`config.mk`:
```
export PLATFORM = sky130hd
export DESIGN_NAME = apb_master
export DESIGN_NICKNAME = d
export VERILOG_FILES = /design/src/rtl/apb_master.sv
export SDC_FILE = /design/constraint.sdc
export NUM_CORES = 1
export LEC_CHECK = 0
export ABC_AREA = 0
export ABC_CLOCK_PERIOD_IN_PS = 1750
export BUFFER_PORTS_ARGS = -buffer_cell sky130_fd_sc_hd__buf_4
export CAP_MARGIN = 10
export CORE_AREA = 5 5 114 116
export DETAILED_ROUTE_END_ITERATION = 16
export DIE_AREA = 0 0 119 121
export PLACE_DENSITY = 0.75
export SLEW_MARGIN = 40
export SYNTH_ARGS = -nofsm -noshare
export SYNTH_HDL_FRONTEND = slang
export SYNTH_SLANG_ARGS = --single-unit
```
`constraint.sdc`:
```
create_clock -name PCLK -period 1.75 [get_ports PCLK]
set_input_delay 0.35 -clock PCLK [delete_from_list [all_inputs] [get_ports PCLK]]
set_output_delay 0.35 -clock PCLK [all_outputs]
set_load 0.05 [all_outputs]
```
`src/rtl/apb_master.sv`:
```
// apb_master
// APB initiator that turns a valid/ready command interface into APB
// SETUP/ACCESS transfers towards up to NUM_SLV slaves on the PCLK domain.
// Out-of-range slots and slaves that never raise PREADY both come back as
// error responses, so the bus can never hang.
//
// Ports:
//   PCLK, PRESET         clock and synchronous active-high reset
//   req_valid/req_ready  command handshake (req_write, req_addr, req_wdata)
//   rsp_valid            one-cycle response pulse with rsp_rdata, rsp_err
//   PADDR/PWDATA/PWRITE  APB address, write data and direction
//   PENABLE, PSEL        APB enable and one-hot slave select
//   PRDATA_i, PREADY_i   packed per-slave read data and ready inputs
module apb_master #(
  parameter int NUM_SLV = 4,
  parameter int TIMEOUT = 16
) (
  input  logic                    PCLK,
  input  logic                    PRESET,
  input  logic                    req_valid,
  output logic                    req_ready,
  input  logic                    req_write,
  input  logic [31:0]             req_addr,
  input  logic [31:0]             req_wdata,
  output logic                    rsp_valid,
  output logic [31:0]             rsp_rdata,
  output logic                    rsp_err,
  output logic [31:0]             PADDR,
  output logic [31:0]             PWDATA,
  output logic                    PWRITE,
  output logic                    PENABLE,
  output logic [NUM_SLV-1:0]      PSEL,
  input  logic [32*NUM_SLV-1:0]   PRDATA_i,
  input  logic [NUM_SLV-1:0]      PREADY_i
);

  localparam int CNT_W = $clog2(TIMEOUT);

  typedef enum logic [1:0] {
    IDLE,
    SETUP,
    ACCESS
  } state_t;

  state_t               r_state;
  logic                 r_reqReady;
  logic                 r_rspValid;
  logic                 r_rspErr;
  logic [31:0]          r_rspRdata;
  logic                 r_decErrPend;
  logic [31:0]          r_paddr;
  logic [31:0]          r_pwdata;
  logic                 r_pwrite;
  logic                 r_penable;
  logic [NUM_SLV-1:0]   r_psel;
  logic [CNT_W-1:0]     r_waitCnt;

  logic [NUM_SLV-1:0]   w_selDecode;
  logic                 w_slotOk;
  logic                 w_ready;
  logic [31:0]          w_rdata;

  // One-hot decode of the incoming slot; an all-zero result means the
  // slot is beyond NUM_SLV and the command becomes a decode error.
  always_comb begin
    w_selDecode = '0;
    for (int k = 0; k < NUM_SLV; k++) begin
      w_selDecode[k] = (req_addr[15:12] == 4'(k));
    end
  end

  assign w_slotOk = |w_selDecode;

  // The registered one-hot PSEL doubles as the mux select, so only the
  // active slave's PREADY/PRDATA are ever observed.
  always_comb begin
    w_ready = 1'b0;
    w_rdata = '0;
    for (int k = 0; k < NUM_SLV; k++) begin
      if (r_psel[k]) begin
        w_ready = w_ready | PREADY_i[k];
        w_rdata = w_rdata | PRDATA_i[32*k +: 32];
      end
    end
  end

  // Transfer FSM with every output registered. A decode error is held in
  // r_decErrPend for one cycle so its response pulse lands one cycle after
  // the acceptance cycle, matching the spacing of a normal transfer.
  always_ff @(posedge PCLK) begin
    if (PRESET) begin
      r_state      <= IDLE;
      r_reqReady   <= 1'b0;
      r_rspValid   <= 1'b0;
      r_rspErr     <= 1'b0;
      r_rspRdata   <= '0;
      r_decErrPend <= 1'b0;
      r_paddr      <= '0;
      r_pwdata     <= '0;
      r_pwrite     <= 1'b0;
      r_penable    <= 1'b0;
      r_psel       <= '0;
      r_waitCnt    <= '0;
    end else begin
      r_rspValid   <= 1'b0;
      r_decErrPend <= 1'b0;
      if (r_decErrPend) begin
        r_rspValid <= 1'b1;
        r_rspErr   <= 1'b1;
        r_rspRdata <= '0;
      end
      case (r_state)
        IDLE: begin
          r_reqReady <= 1'b1;
          if (req_valid && r_reqReady) begin
            r_paddr  <= req_addr;
            r_pwdata <= req_wdata;
            r_pwrite <= req_write;
            if (w_slotOk) begin
              r_psel     <= w_selDecode;
              r_reqReady <= 1'b0;
              r_state    <= SETUP;
            end else begin
              r_decErrPend <= 1'b1;
            end
          end
        end
        SETUP: begin
          r_penable <= 1'b1;
          r_waitCnt <= '0;
          r_state   <= ACCESS;
        end
        ACCESS: begin
          // PREADY wins over the timeout when both happen on the same edge.
          if (w_ready) begin
            r_rspValid <= 1'b1;
            r_rspErr   <= 1'b0;
            r_rspRdata <= r_pwrite ? 32'h0 : w_rdata;
            r_psel     <= '0;
            r_penable  <= 1'b0;
            r_reqReady <= 1'b1;
            r_state    <= IDLE;
          end else if (r_waitCnt == CNT_W'(TIMEOUT - 1)) begin
            r_rspValid <= 1'b1;
            r_rspErr   <= 1'b1;
            r_rspRdata <= '0;
            r_psel     <= '0;
            r_penable  <= 1'b0;
            r_reqReady <= 1'b1;
            r_state    <= IDLE;
          end else begin
            r_waitCnt <= r_waitCnt + CNT_W'(1);
          end
        end
        default: begin
          r_state <= IDLE;
        end
      endcase
    end
  end

  assign req_ready = r_reqReady;
  assign rsp_valid = r_rspValid;
  assign rsp_err   = r_rspErr;
  assign rsp_rdata = r_rspRdata;
  assign PADDR     = r_paddr;
  assign PWDATA    = r_pwdata;
  assign PWRITE    = r_pwrite;
  assign PENABLE   = r_penable;
  assign PSEL      = r_psel;

endmodule

```
Yosys cells after proc, flatten, opt, wreduce, memory -nomap -nowiden
Index checks and enable logic that the tools add are counted.
{ "word_totals": {"elab_cells": 87, "out_inout_bits": 105, "reg_bits": 112, "input_bits": 200} }
{ "classes": {"bitwise": 8, "reduce_logical": 13, "eq_ne": 11, "addsub": 1, "muxes": 42} }
{ "ops": {"columns": ["op", "count"], "rows": [
  ["32-bit two-way mux", 9],
  ["32-bit OR", 3],
  ["4-bit two-way mux", 6],
  ["1-bit two-way mux", 18],
  ["4-bit case mux with 2 select lines", 2],
  ["4-bit by 2-bit == test with 1-bit output (second input constant)", 2],
  ["2-bit two-way mux", 4],
  ["2-bit inequality test (second input constant)", 4],
  ["2-bit case mux with 3 select lines", 1],
  ["2-bit AND reduction", 3],
  ["3-bit AND reduction", 2],
  ["4-bit by 1-bit adder with 4-bit output (second input constant)", 1],
  ["4-bit by 1-bit == test with 1-bit output (second input constant)", 1],
  ["4-bit == test (second input constant)", 1],
  ["4-bit logical NOT", 1],
  ["1-bit case mux with 2 select lines", 2],
  ["4-bit AND reduction", 1],
  ["2-bit nonzero test", 2],
  ["4-bit OR reduction", 1],
  ["3-bit inequality test (second input constant)", 1],
  ["1-bit OR", 3],
  ["3-bit OR reduction", 1],
  ["2-bit by 1-bit == test with 1-bit output (second input constant)", 1],
  ["2-bit == test (second input constant)", 1],
  ["other kinds (3)", 4]
]} }

Longest topological paths before layout
Gate-level depths: netlist (run 1).
{ "logic_depth": {"depth_word": 10, "ltp_mapped": 7, "mapped_depth_nobuf": 6} }

Worst setup path after synthesis (run 1)
Ideal clock, no wire load.
{ "synth_timing": {"kind": "reg-to-reg", "start": "register r_psel[3], in the netlist PSEL[3]", "end": "register r_rspRdata[10], in the netlist rsp_rdata[10]", "stages_incl_launch_ff": 7, "path_buffers": 2, "t_required_ns": 1.625, "arrival_ns": 1.619, "setup_time_ns": 0.125, "synth_period_minus_slack_ns": 1.744, "slack_ns": 0.006, "cell_sequence": "dfxtp_1 -> buf_2 -> a22oi_4 -> a31oi_1 -> nor3_2 -> buf_2 -> o2bb2ai_1"} }
{ "synth_via": {"elab_chain_len": 4} }
{ "synth_rtl": {"columns": ["element", "line_no", "source"], "rows": [
  ["from (decl)", "55", "logic [NUM_SLV-1:0] r_psel;"],
  ["from (signal assigned)", "120", "r_psel <= w_selDecode;"],
  ["32-bit two-way mux", "80", "if (r_psel[k]) begin"],
  ["32-bit two-way mux", "138", "r_rspRdata <= r_pwrite ? 32'h0 : w_rdata;"],
  ["32-bit two-way mux (*)", "135", "if (w_ready) begin"],
  ["32-bit two-way mux (*)", "112", "case (r_state)"],
  ["to (signal assigned)", "138", null],
  ["to (decl)", "49", "logic [31:0] r_rspRdata;"]
]} }
Mark *: on every way between the ends. The rest lies on a longest branch, timed or not.
A chain may end at the register's enable or synchronous reset.

Final worst setup path (run 1)
{ "layout_timing": {"start": "register r_psel[2], in the netlist PSEL[2]", "end": "output port PSEL[2]"} }
{ "layout_rtl": {"columns": ["element", "line_no", "source"], "rows": [
  ["to (decl)", "32", "output logic [NUM_SLV-1:0] PSEL,"]
]} }
No word-level cell between the ends.

==> summary.txt, run 1 <==
Yosys
  • Largest area contributor in the netlist: dfxtp_1
  • Mapped cell area: 4550 um2
  • Top post-synthesis cells by area: dfxtp_1 (49%), nand2_1 (11%), a21oi_1 (7.7%), a221oi_1 (6.3%), a22o_1 (6.3%)
  • Synthesized Nets: 723
  • Yosys warning total: 0
  • Post-synth EDFFs: 0
  • Register area share after synthesis: 49.2%
  • Post-Syn Instances: 519
  • Asr flop ratio synth: 0%
  • Syn avg cell area: 8.78 um2
  • Seq cells post-synth: 112
  • Share of the synthesized area in the top cell type: 49.2%
  • Netlist cell types: 34
  • Commonest cells in the synthesized netlist: nand2_1 (139), dfxtp_1 (112), a21oi_1 (70)
  • Most common cell in the synthesized netlist: nand2_1
  • Synth Flop Type: dfxtp_1

Critical path
  • CP required: 1400 ps
  • CP Max Fanout: 30
  • Cell Chain, Critical Path: buf_4, buf_4
  • Crit path largest cell delay: 380 ps
  • Crit path capture type: output port
  • Worst path slowest cell: dfxtp_1
  • Most common cell on crit path: buf_4
  • Crit path launch type: flop
  • Kind of critical path: reg -> out
  • Critical Path AT: 1350 ps

Pwr
  • Reg power frac: 44.0%
  • Power Internal: 4.53 mW
  • Power, Total: 6.10 mW
  • Pleak: 3.26 nW
  • Comb power frac: 18.0%
  • Switch Pwr: 1.57 mW
  • Sw Ratio: 25.7%
  • Max VDD drop: 0.000593 V
  • Pwr dens: 826 nW/um2
  • Clock network fraction of design power: 38.0%

Timing
  • Pins Over Slew Limit: 0
  • Setup TNS: 0 ps
  • Setup ws final: 53.1 ps
  • Final setup viols: 0
  • Fmax: 0.589 GHz
  • Tmin final: 1700 ps
  • Worst-Margin Slew: 388 ps
  • Final Hold Vio Count: 0
  • Clk_skew: 4.86 ps
  • Max-Slew Margin vs Limit: 74.1%
  • RSZ-0062 raised after global routing: no
  • Period utilisation layout: 97.0%

Drt
  • # DRC: 0
  • Post-detailed-route count of antenna-violating nets: 0
  • Wire per inst: 17.9 um
  • Drt first pass iters: 5
  • Overall routed net length: 17.1 mm
  • Vias per std cell: 5.31
  • 1st-iter DRT viols: 301
  • Detailed-route via count: 5,094

Min path
  • Min-delay worst type: in -> reg

Place
  • # port buffers: 304
  • Placed inst area: 7020 um2
  • RePlAce Congestion: 0.843
  • Post-DP HPWL: 13.3 mm
  • Pre-CTS WS: 128 ps

Layout
  • Layout area overhead: 62.1%
  • Antenna Diode Count: 0
  • Area of all placed cells without fillers: 7380 um2
  • Register Area: 2240 um2
  • Layout cells sized above 1: 42.6%
  • Layout Nets: 1,011
  • Multi-input gate area: 2110 um2
  • Fill count: 1,035

Flow run
  • Maxcap violations: 0

Die
  • IO Pins: 305
  • Die area: 14,400 um2
  • Die Y: 121 um
  • Die Wd: 119 um
  • Initial Utilization: 38.6%
  • Core area: 11,800 um2
  • Row cnt: 40

Global routing
  • Total track usage: 22.3%
  • Global-route wire length before repair: 26.1 mm
  • Largest net degree at the start of global routing: 46
  • Total grt overflow: 0
  • Initial antenna violation count: 0
  • Vias in the first global route: 5,132

Clocking
  • Total CTS buffers: 9
  • Skew-Pair Late Insertion Delay: 340 ps
  • CTS clock-pin slew for the worst setup and hold paths: 70 ps
  • CTS Sinks: 112
  • Post-CTS Setup Bufs: 0
  • CTS tree: yes
  • Clock tree buffer depth: 2
  • Total number of H-tree levels: 3
  • Clk root buf: clkbuf_16

Outcome
  • Status: completed
-- path summary, 6_finish.rpt --
path / depth (start not counted) / slack, ps / to / from
hold / removal: 2 / 240 / PSEL[2] / req_addr[12]
hold reg to reg: 2 / 450 / PADDR[0] / PADDR[0]
setup / recovery: 2 / 50 / PSEL[2] / PSEL[2]
setup reg to reg: 7 / 110 / rsp_rdata[9] / r_state[0]
-- sequential cells by signal, indices dropped and copies added (netlist names) --
register      flops
PADDR            32
PWDATA           32
rsp_rdata        32
PSEL              4
r_waitCnt         4
r_state           2
PENABLE           1
PWRITE            1
r_decErrPend      1
req_ready         1
rsp_err           1
rsp_valid         1
-- cell families (layout without fill, tap and decap cells) --
logic type / count (synthesis) / in the layout / synth area share [%]
buffers and inverters: 52 / 345 / 4.70
flip-flops: 112 / 112 / 49.2
adder cells (fa/ha/maj): 4 / 4 / 1.10
AND/OR/NAND/NOR: 164 / 164 / 14.6
AO/OA/AOI/OAI: 187 / 187 / 30.4
-- area by class of cell --
type                       instances  area share [%]
clock buffer                       9            3.05
clock inverter                     7            1.61
inverter                           6           0.305
multi-input combinational        355            28.6
sequential                       112            30.4
tap                              147            2.49
timing repair buffer             323            33.6
-- per-layer routing --
metal / vias up / track usage, % / part of all wire, %
met5: - / 0 / 0
met4: 0 / 6.08 / 2.1
met3: 20 / 7.79 / 9.2
met2: 223 / 41.6 / 52
met1: 2386 / 23.7 / 37
li1: 2465 / - / -
-- through the flow --
stage | instances | util (%) | hold slack (ps)
2_1_floorplan | 519 | - | 438
3_3_place_gp | 943 | 59.4 | 443
3_5_place_dp | 943 | 59.4 | 448
4_1_cts | 959 | 62.4 | 216
5_1_grt | 959 | 62.5 | 223
6_report | 959 | 62.5 | 236
-- power groups by stage --
stage	clock (mW)	sequential, mW	combinational, mW
finish	2.31	2.68	1.10
detailed placement	0	2.74	1.10
floorplan	0	3.02	0.241
global route	2.50	2.69	1.17
global placement	0	2.74	1.08
CTS	2.40	2.68	1.10
-- worst max-delay path, delay by kind of cell (launching register included) --
kind | cells | cell delay, ps
buffers and inverters | 2 | 620
flip-flops | 1 | 380
-- what timing repair did --
item / in CTS / in global routing
endpoints found under the setup margin: 2 / 3
resized for setup: 2 / 2
hold buffers: 0 / 0
pin swaps: 0 / 0
-- placed cells by master, fill, tap and decap left out, types with 2 or more instances in the layout --
master,n
nand3_1,2
nor2_1,6
a22o_1,33
dfxtp_1,112
o2bb2ai_1,33
bufinv_16,3
a31oi_1,2
a22oi_4,2
o31ai_1,2
buf_12,3
a32o_1,2
a21oi_1,70
buf_6,4
inv_1,6
buf_4,316
o21ai_0,3
nand2_1,139
clkinvlp_4,2
ha_1,4
nor3_1,3
a221oi_1,33
nand2b_1,2
and3_1,3
a211oi_1,3
clkbuf_16,9
nand4_1,2
Note: power is estimated with default switching activity, not from simulation.
==> run 2: changes to the inputs <==
--- a/config.mk
+++ b/config.mk
@@ -5,14 +5,14 @@
 export SDC_FILE = /design/constraint.sdc
 export NUM_CORES = 1
 export LEC_CHECK = 0
-export ABC_AREA = 0
+export ABC_AREA = 1
 export ABC_CLOCK_PERIOD_IN_PS = 1750
 export BUFFER_PORTS_ARGS = -buffer_cell sky130_fd_sc_hd__buf_4
 export CAP_MARGIN = 10
-export CORE_AREA = 5 5 114 116
+export CORE_MARGIN = 5
+export CORE_UTILIZATION = 44
 export DETAILED_ROUTE_END_ITERATION = 16
-export DIE_AREA = 0 0 119 121
-export PLACE_DENSITY = 0.75
+export PLACE_DENSITY = 0.81
 export SLEW_MARGIN = 40
 export SYNTH_ARGS = -nofsm -noshare
 export SYNTH_HDL_FRONTEND = slang
==> summary.txt, run 2 <==
Outcome
  • Status: completed

Critical path
  • Reg2reg setup slack: 210 ps (+100 ps)
  • Most common cell on crit path: buf_4
  • Kind of critical path: reg -> out
  • Cell Chain, Critical Path: buf_4, buf_4
  • CP Max Fanout: 34 (+13%)
  • CP required: 1400 ps (about the same)
  • Crit path launch type: flop
  • R2R cell count: 7 (unchanged)
  • Reg2reg end: PSEL[3]
  • Reg2reg start: r_state[0]
  • Crit path largest cell delay: 380 ps (about the same)
  • Critical Path AT: 1350 ps (about the same)
  • Crit path capture type: output port
  • Worst path slowest cell: buf_4

Die
  • Core area: 11,400 um2 (-3.3%)
  • Initial Utilization: 45.0% (+6.4 points)
  • Die Wd: 118 um (-0.83%)
  • IO Pins: 305 (unchanged)
  • Row cnt: 39 (-2.5%)
  • Die area: 13,900 um2 (-3.3%)
  • Die Y: 118 um (-2.5%)

Timing
  • Worst-Margin Slew: 409 ps (+20.4 ps)
  • Clk_skew: 4.52 ps (-0.337 ps)
  • Tmin final: 1700 ps (+0.701 ps)
  • Period utilisation layout: 97.0% (about the same)
  • Final setup viols: 0 (unchanged)
  • Final Hold Vio Count: 0 (unchanged)
  • Max-Slew Margin vs Limit: 72.8% (-1.4 points)
  • RSZ-0062 raised after global routing: no
  • Worst hold slack: 222 ps (-13.9 ps)
  • Setup TNS: 0 ps (unchanged)
  • Pins Over Slew Limit: 0 (unchanged)
  • Fmax: 0.589 GHz (about the same)

Place
  • Placed inst area: 7440 um2 (+6.0%)
  • RePlAce Congestion: 0.834 (-1.2%)
  • # port buffers: 304 (unchanged)
  • Post-DP HPWL: 13.3 mm (+0.48%)

Layout
  • Fill count: 1,021 (-1.4%)
  • Most frequent cells in the layout: buf_4 (317), nand2_1 (259), dfxtp_1 (112)
  • Layout cells sized above 1: 35.1% (-7.6 points)
  • Antenna Diode Count: 0 (unchanged)
  • Layout Nets: 1,207 (+19%)
  • Layout area overhead: 50.4%
  • Area of all placed cells without fillers: 7720 um2 (+4.6%)
  • Most common cell after layout, fill and taps aside: buf_4

Drt
  • Wire per inst: 15.9 um (-11%)
  • # DRC: 0 (unchanged)
  • Metal3 WL: 1.85 mm (+17%)
  • Vias per std cell: 5.13 (-3.3%)
  • Detailed-route via count: 5,904 (+16%)
  • Drt first pass iters: 7 (+2)
  • Post-detailed-route count of antenna-violating nets: 0 (unchanged)
  • Metal1 wirelength: 7.07 mm (+13%)
  • WL met2: 8.91 mm (-0.27%)
  • Overall routed net length: 18.3 mm (+6.9%)
  • Top Layer Used: met4
  • 1st-iter DRT viols: 425 (+41%)

Clocking
  • Post-CTS sizing: 0 (-2)
  • Clk root buf: clkbuf_16
  • Clock tree buffer depth: 2 (unchanged)
  • CTS Hold Buffers Added: 0 (unchanged)
  • CTS tree: yes
  • Total CTS buffers: 9 (unchanged)
  • CTS clock-pin slew for the worst setup and hold paths: 70 ps (about the same)
  • CTS Sinks: 112 (unchanged)
  • Post-CTS Setup Bufs: 0 (unchanged)
  • Skew-Pair Late Insertion Delay: 340 ps (about the same)
  • Total number of H-tree levels: 3 (unchanged)

Pwr
  • Max VDD drop: 0.000803 V (+35%)
  • Pwr dens: 1240 nW/um2 (+51%)
  • Pleak: 3.44 nW (+5.3%)

Yosys
  • Commonest cells in the synthesized netlist: nand2_1 (260), dfxtp_1 (112), a21oi_1 (109)
  • Most common cell in the synthesized netlist: nand2_1
  • Top post-synthesis cells by area: dfxtp_1 (44%), nand2_1 (19%), a21oi_1 (11%), nand3_1 (10%), nand4_1 (4.0%)
  • Mapped cell area: 5130 um2 (+13%)
  • Synth Flop Type: dfxtp_1
  • Post-Syn Instances: 731 (+41%)
  • Seq cells post-synth: 112 (unchanged)
  • Post-synth EDFFs: 0 (unchanged)
  • Synthesized Nets: 935 (+29%)
  • Asr flop ratio synth: 0% (unchanged)
  • Share of the synthesized area in the top cell type: 43.7% (-5.6 points)
  • Syn avg cell area: 7.02 um2 (-20%)
  • Largest area contributor in the netlist: dfxtp_1
  • Register area share after synthesis: 43.7% (-5.6 points)
  • Netlist cell types: 24 (-29%)
  • Yosys warning total: 0 (unchanged)

Global routing
  • Global-route wire length before repair: 28.9 mm (+11%)
  • Initial antenna violation count: 0 (unchanged)
  • Total track usage: 25.1% (+2.8 points)
  • Vias in the first global route: 5,567 (+8.5%)
  • Total grt overflow: 0 (unchanged)
  • Largest net degree at the start of global routing: 67 (+46%)

Min path
  • WHS Path Cells: 2 (unchanged)
  • Min-delay worst type: in -> reg
  • Hold Path End: PENABLE
  • Hold Startpoint: PRESET

Flow run
  • Maxcap violations: 0 (unchanged)
==> run 2: cell count changes after synthesis, moves of 10 or more <==
| cell | before | now |
|---|---|---|
| buf_2 | 6 | 23 |
| nand4_1 | 2 | 33 |
| inv_1 | 6 | 18 |
| nand2_1 | 139 | 260 |
| o2bb2ai_1 | 33 | 0 |
| nand3_1 | 3 | 104 |
| a22o_1 | 33 | 0 |
| buf_6 | 1 | 11 |
| a221oi_1 | 33 | 0 |
| a21oi_1 | 70 | 109 |
==> run 2: critical path, delay by kind of cell (launching register included) <==
family / cells / cell delay, ps
buf+inv: 2 / 660
flops: 1 / 340
==> run 2: how the worst max path moves through the flow <==
stage / start / to / slack (ps) / cells after the start
final: PSEL[1] / PSEL[1] / 50 / 2
after global routing: PSEL[2] / PSEL[2] / 3 / 2
after CTS: PSEL[1] / PSEL[1] / 40 / 2
after detailed placement: req_addr[15] / PSEL[3] / 150 / 7
after global placement: req_addr[15] / PSEL[3] / 190 / 7
after floorplan: PSEL[3] / PSEL[3] / 160 / 8
==> run 2: cell type report <==
cell class | count | area (um2) | share of cell area (%)
multi-input cells | 540 | 2490 | 32.2
repair buffers | 321 | 2460 | 31.9
flip-flops and latches | 112 | 2240 | 29.0
clock buffers | 11 | 253 | 3.27
well taps | 143 | 179 | 2.32
inverters | 19 | 71.3 | 0.924
clock inverters | 4 | 28.8 | 0.373
==> run 2: stage by stage <==
step	utilization (%)	setup slack [ps]	power (mW)	cells
3_5_place_dp	65.2	152	7.70	1135
4_1_cts	67.6	43.4	9.67	1150
2_1_floorplan	-	160	6.31	731
5_1_grt	67.6	2.84	10.2	1150
6_report	67.6	52.4	9.61	1150
3_3_place_gp	65.2	186	7.69	1135
==> run 2: kinds of logic (layout without fill, tap and decap cells) <==
| logic type | Yosys count | count (layout) | share of synthesized area (%) |
|---|---|---|---|
| and+or+nand+nor | 422 | 422 | 36.1 |
| AOI/OAI and AO/OA | 114 | 114 | 11.3 |
| DFF | 112 | 112 | 43.7 |
| buffers and inverters | 79 | 355 | 7.95 |
| adders and majority gates | 4 | 4 | 0.975 |
==> run 2: layer usage <==
layer	global-route usage, %	vias up
li1	-	2971
met2	42.4	249
met1	29.2	2657
met5	0	-
met4	8.82	0
met3	9.27	27
==> run 2: report_power, final <==
part	total (mW)	internal [mW]	switching, mW
Clock	1.96	1.04	0.921
Sequential	3.06	2.87	0.188
Combinational	4.59	1.51	3.08
==> run 3: changes to the inputs <==
--- a/config.mk
+++ b/config.mk
@@ -10,9 +10,9 @@
 export BUFFER_PORTS_ARGS = -buffer_cell sky130_fd_sc_hd__buf_4
 export CAP_MARGIN = 10
 export CORE_MARGIN = 5
-export CORE_UTILIZATION = 44
+export CORE_UTILIZATION = 35
 export DETAILED_ROUTE_END_ITERATION = 16
-export PLACE_DENSITY = 0.81
+export PLACE_DENSITY = 0.67
 export SLEW_MARGIN = 40
 export SYNTH_ARGS = -nofsm -noshare
 export SYNTH_HDL_FRONTEND = slang
==> summary.txt, run 3 (synthesis results as in run 2) <==
Critical path
  • CP required: 1400 ps (about the same)
  • Reg2reg start: r_state[0]
  • Crit path capture type: output port
  • Critical Path AT: 1200 ps (-150 ps)
  • Kind of critical path: reg -> out
  • CP Max Fanout: 34 (unchanged)
  • Worst Setup SP: PSEL[0]
  • Crit path launch type: flop

Pwr
  • Pleak: 3.46 nW (+0.84%)
  • Power Internal: 5.54 mW (+2.2%)
  • Sw Ratio: 43.5% (-0.11 points)
  • Power, Total: 9.80 mW (+2.0%)
  • Max VDD drop: 0.000578 V (-28%)
  • Reg power frac: 31.4% (-0.4 points)
  • Switch Pwr: 4.26 mW (+1.8%)
  • Pwr dens: 1250 nW/um2 (+0.31%)
  • Comb power frac: 48.6% (+0.9 points)
  • Clock network fraction of design power: 20.0% (-0.4 points)

Timing
  • Tmin final: 1550 ps (-143 ps)
  • Setup TNS: 0 ps (unchanged)
  • Final setup viols: 0 (unchanged)
  • Period utilisation layout: 88.8% (-8.2 points)
  • Fmax: 0.643 GHz (+9.2%)
  • Final Hold Vio Count: 0 (unchanged)
  • Pins Over Slew Limit: 0 (unchanged)
  • Worst-Margin Slew: 507 ps (+98.5 ps)
  • RSZ-0062 raised after global routing: no
  • Clk_skew: 9.14 ps (+4.62 ps)
  • Max-Slew Margin vs Limit: 66.2% (-6.6 points)

Min path
  • Min-delay worst type: in -> reg
  • Hold Startpoint: req_addr[23]

Layout
  • Antenna Diode Count: 0 (unchanged)
  • Layout area overhead: 53.0%
  • Most common cell after layout, fill and taps aside: buf_4
  • Most frequent cells in the layout: buf_4 (318), nand2_1 (259), dfxtp_1 (112)
  • Layout cells sized above 1: 35.2% (+0.19 points)
  • Layout Nets: 1,212 (+0.41%)

Die
  • IO Pins: 305 (unchanged)
  • Die Wd: 131 um (+11%)
  • Die Y: 131 um (+11%)
  • Die area: 17,200 um2 (+23%)
  • Core area: 14,500 um2 (+27%)
  • Row cnt: 44 (+13%)
  • Initial Utilization: 35.5% (-9.5 points)

Global routing
  • Initial antenna violation count: 0 (unchanged)
  • Gr busiest metal: met2
  • Grt met3 use: 7.45% (-1.8 points)
  • Global-route wire length before repair: 29.6 mm (+2.4%)
  • Grt met1 use: 25.5% (-3.6 points)
  • Total grt overflow: 0 (unchanged)
  • Vias in the first global route: 5,496 (-1.3%)
  • Largest net degree at the start of global routing: 51 (-24%)
  • Global routing usage on met2: 34.0% (-8.5 points)
  • Total track usage: 20.7% (-4.4 points)

Clocking
  • CTS Hold Buffers Added: 0 (unchanged)
  • Total number of H-tree levels: 3 (unchanged)
  • CTS tree: yes
  • CTS Sinks: 112 (unchanged)
  • Skew-Pair Late Insertion Delay: 350 ps (about the same)
  • Clk root buf: clkbuf_16
  • Post-CTS Setup Bufs: 0 (unchanged)
  • CTS clock-pin slew for the worst setup and hold paths: 80 ps (about the same)
  • Clock tree buffer depth: 2 (unchanged)
  • Total CTS buffers: 9 (unchanged)
  • Post-CTS sizing: 0 (unchanged)

Place
  • Post-DP HPWL: 13.8 mm (+3.0%)
  • # port buffers: 304 (unchanged)
  • RePlAce Congestion: 0.794 (-4.8%)

Drt
  • Wire per inst: 15.8 um (-0.97%)
  • 1st-iter DRT viols: 334 (-21%)
  • Detailed-route via count: 5,950 (+0.78%)
  • # DRC: 0 (unchanged)
  • Vias per std cell: 4.97 (-3.2%)
  • Post-detailed-route count of antenna-violating nets: 0 (unchanged)
  • Drt first pass iters: 5 (-2)
  • Overall routed net length: 18.9 mm (+3.1%)

Outcome
  • Status: completed

Flow run
  • Maxcap violations: 0 (unchanged)
-- run 3: layer usage --
metal	up-vias	share of wire (%)
met4	0	1.8
met1	2697	40
met5	-	0
met2	250	48
li1	2984	-
met3	19	10
-- run 3: power groups by stage --
stage / clock network, mW / logic, mW / registers [mW]
after detailed placement: 0 / 4.79 / 3.14
after global routing: 2.12 / 5.19 / 3.12
final: 1.96 / 4.76 / 3.08
after CTS: 2.03 / 4.81 / 3.09
after floorplan: 0 / 2.24 / 4.07
after global placement: 0 / 4.83 / 3.13
-- run 3: stage by stage --
step	std cells	area, um2	worst slack (ps)	hold WS [ps]	utilization [%]
CTS	1197	7860	173	261	54.3
detailed placement	1181	7580	237	451	52.4
finish	1197	7860	196	274	54.3
global placement	1181	7580	277	447	52.4
floorplan	731	5130	160	457	-
global route	1197	7860	31.6	269	54.3
-- run 3: area by class of cell --
cell class | instances | area (um2)
Multi-Input combinational cell | 540 | 2490
Timing Repair Buffer | 326 | 2550
Clock inverter | 4 | 28.8
Sequential cell | 112 | 2240
Tap cell | 184 | 230
Inverter | 19 | 71.3
Fill cell | 1427 | 6620
Clock buffer | 12 | 246
-- run 3: worst paths after layout --
check / cells past startpoint / endpoint / slack, ps
setup / recovery: 2 / PSEL[0] / 200
hold / removal: 3 / PADDR[23] / 270
setup reg to reg: 7 / PSEL[3] / 220
hold reg to reg: 2 / PADDR[20] / 460
-- run 3: critical path, cell delays in order, from the launching register on --
cell and delay, ps:
dfxtp_1 400, buf_12 220, buf_4 230
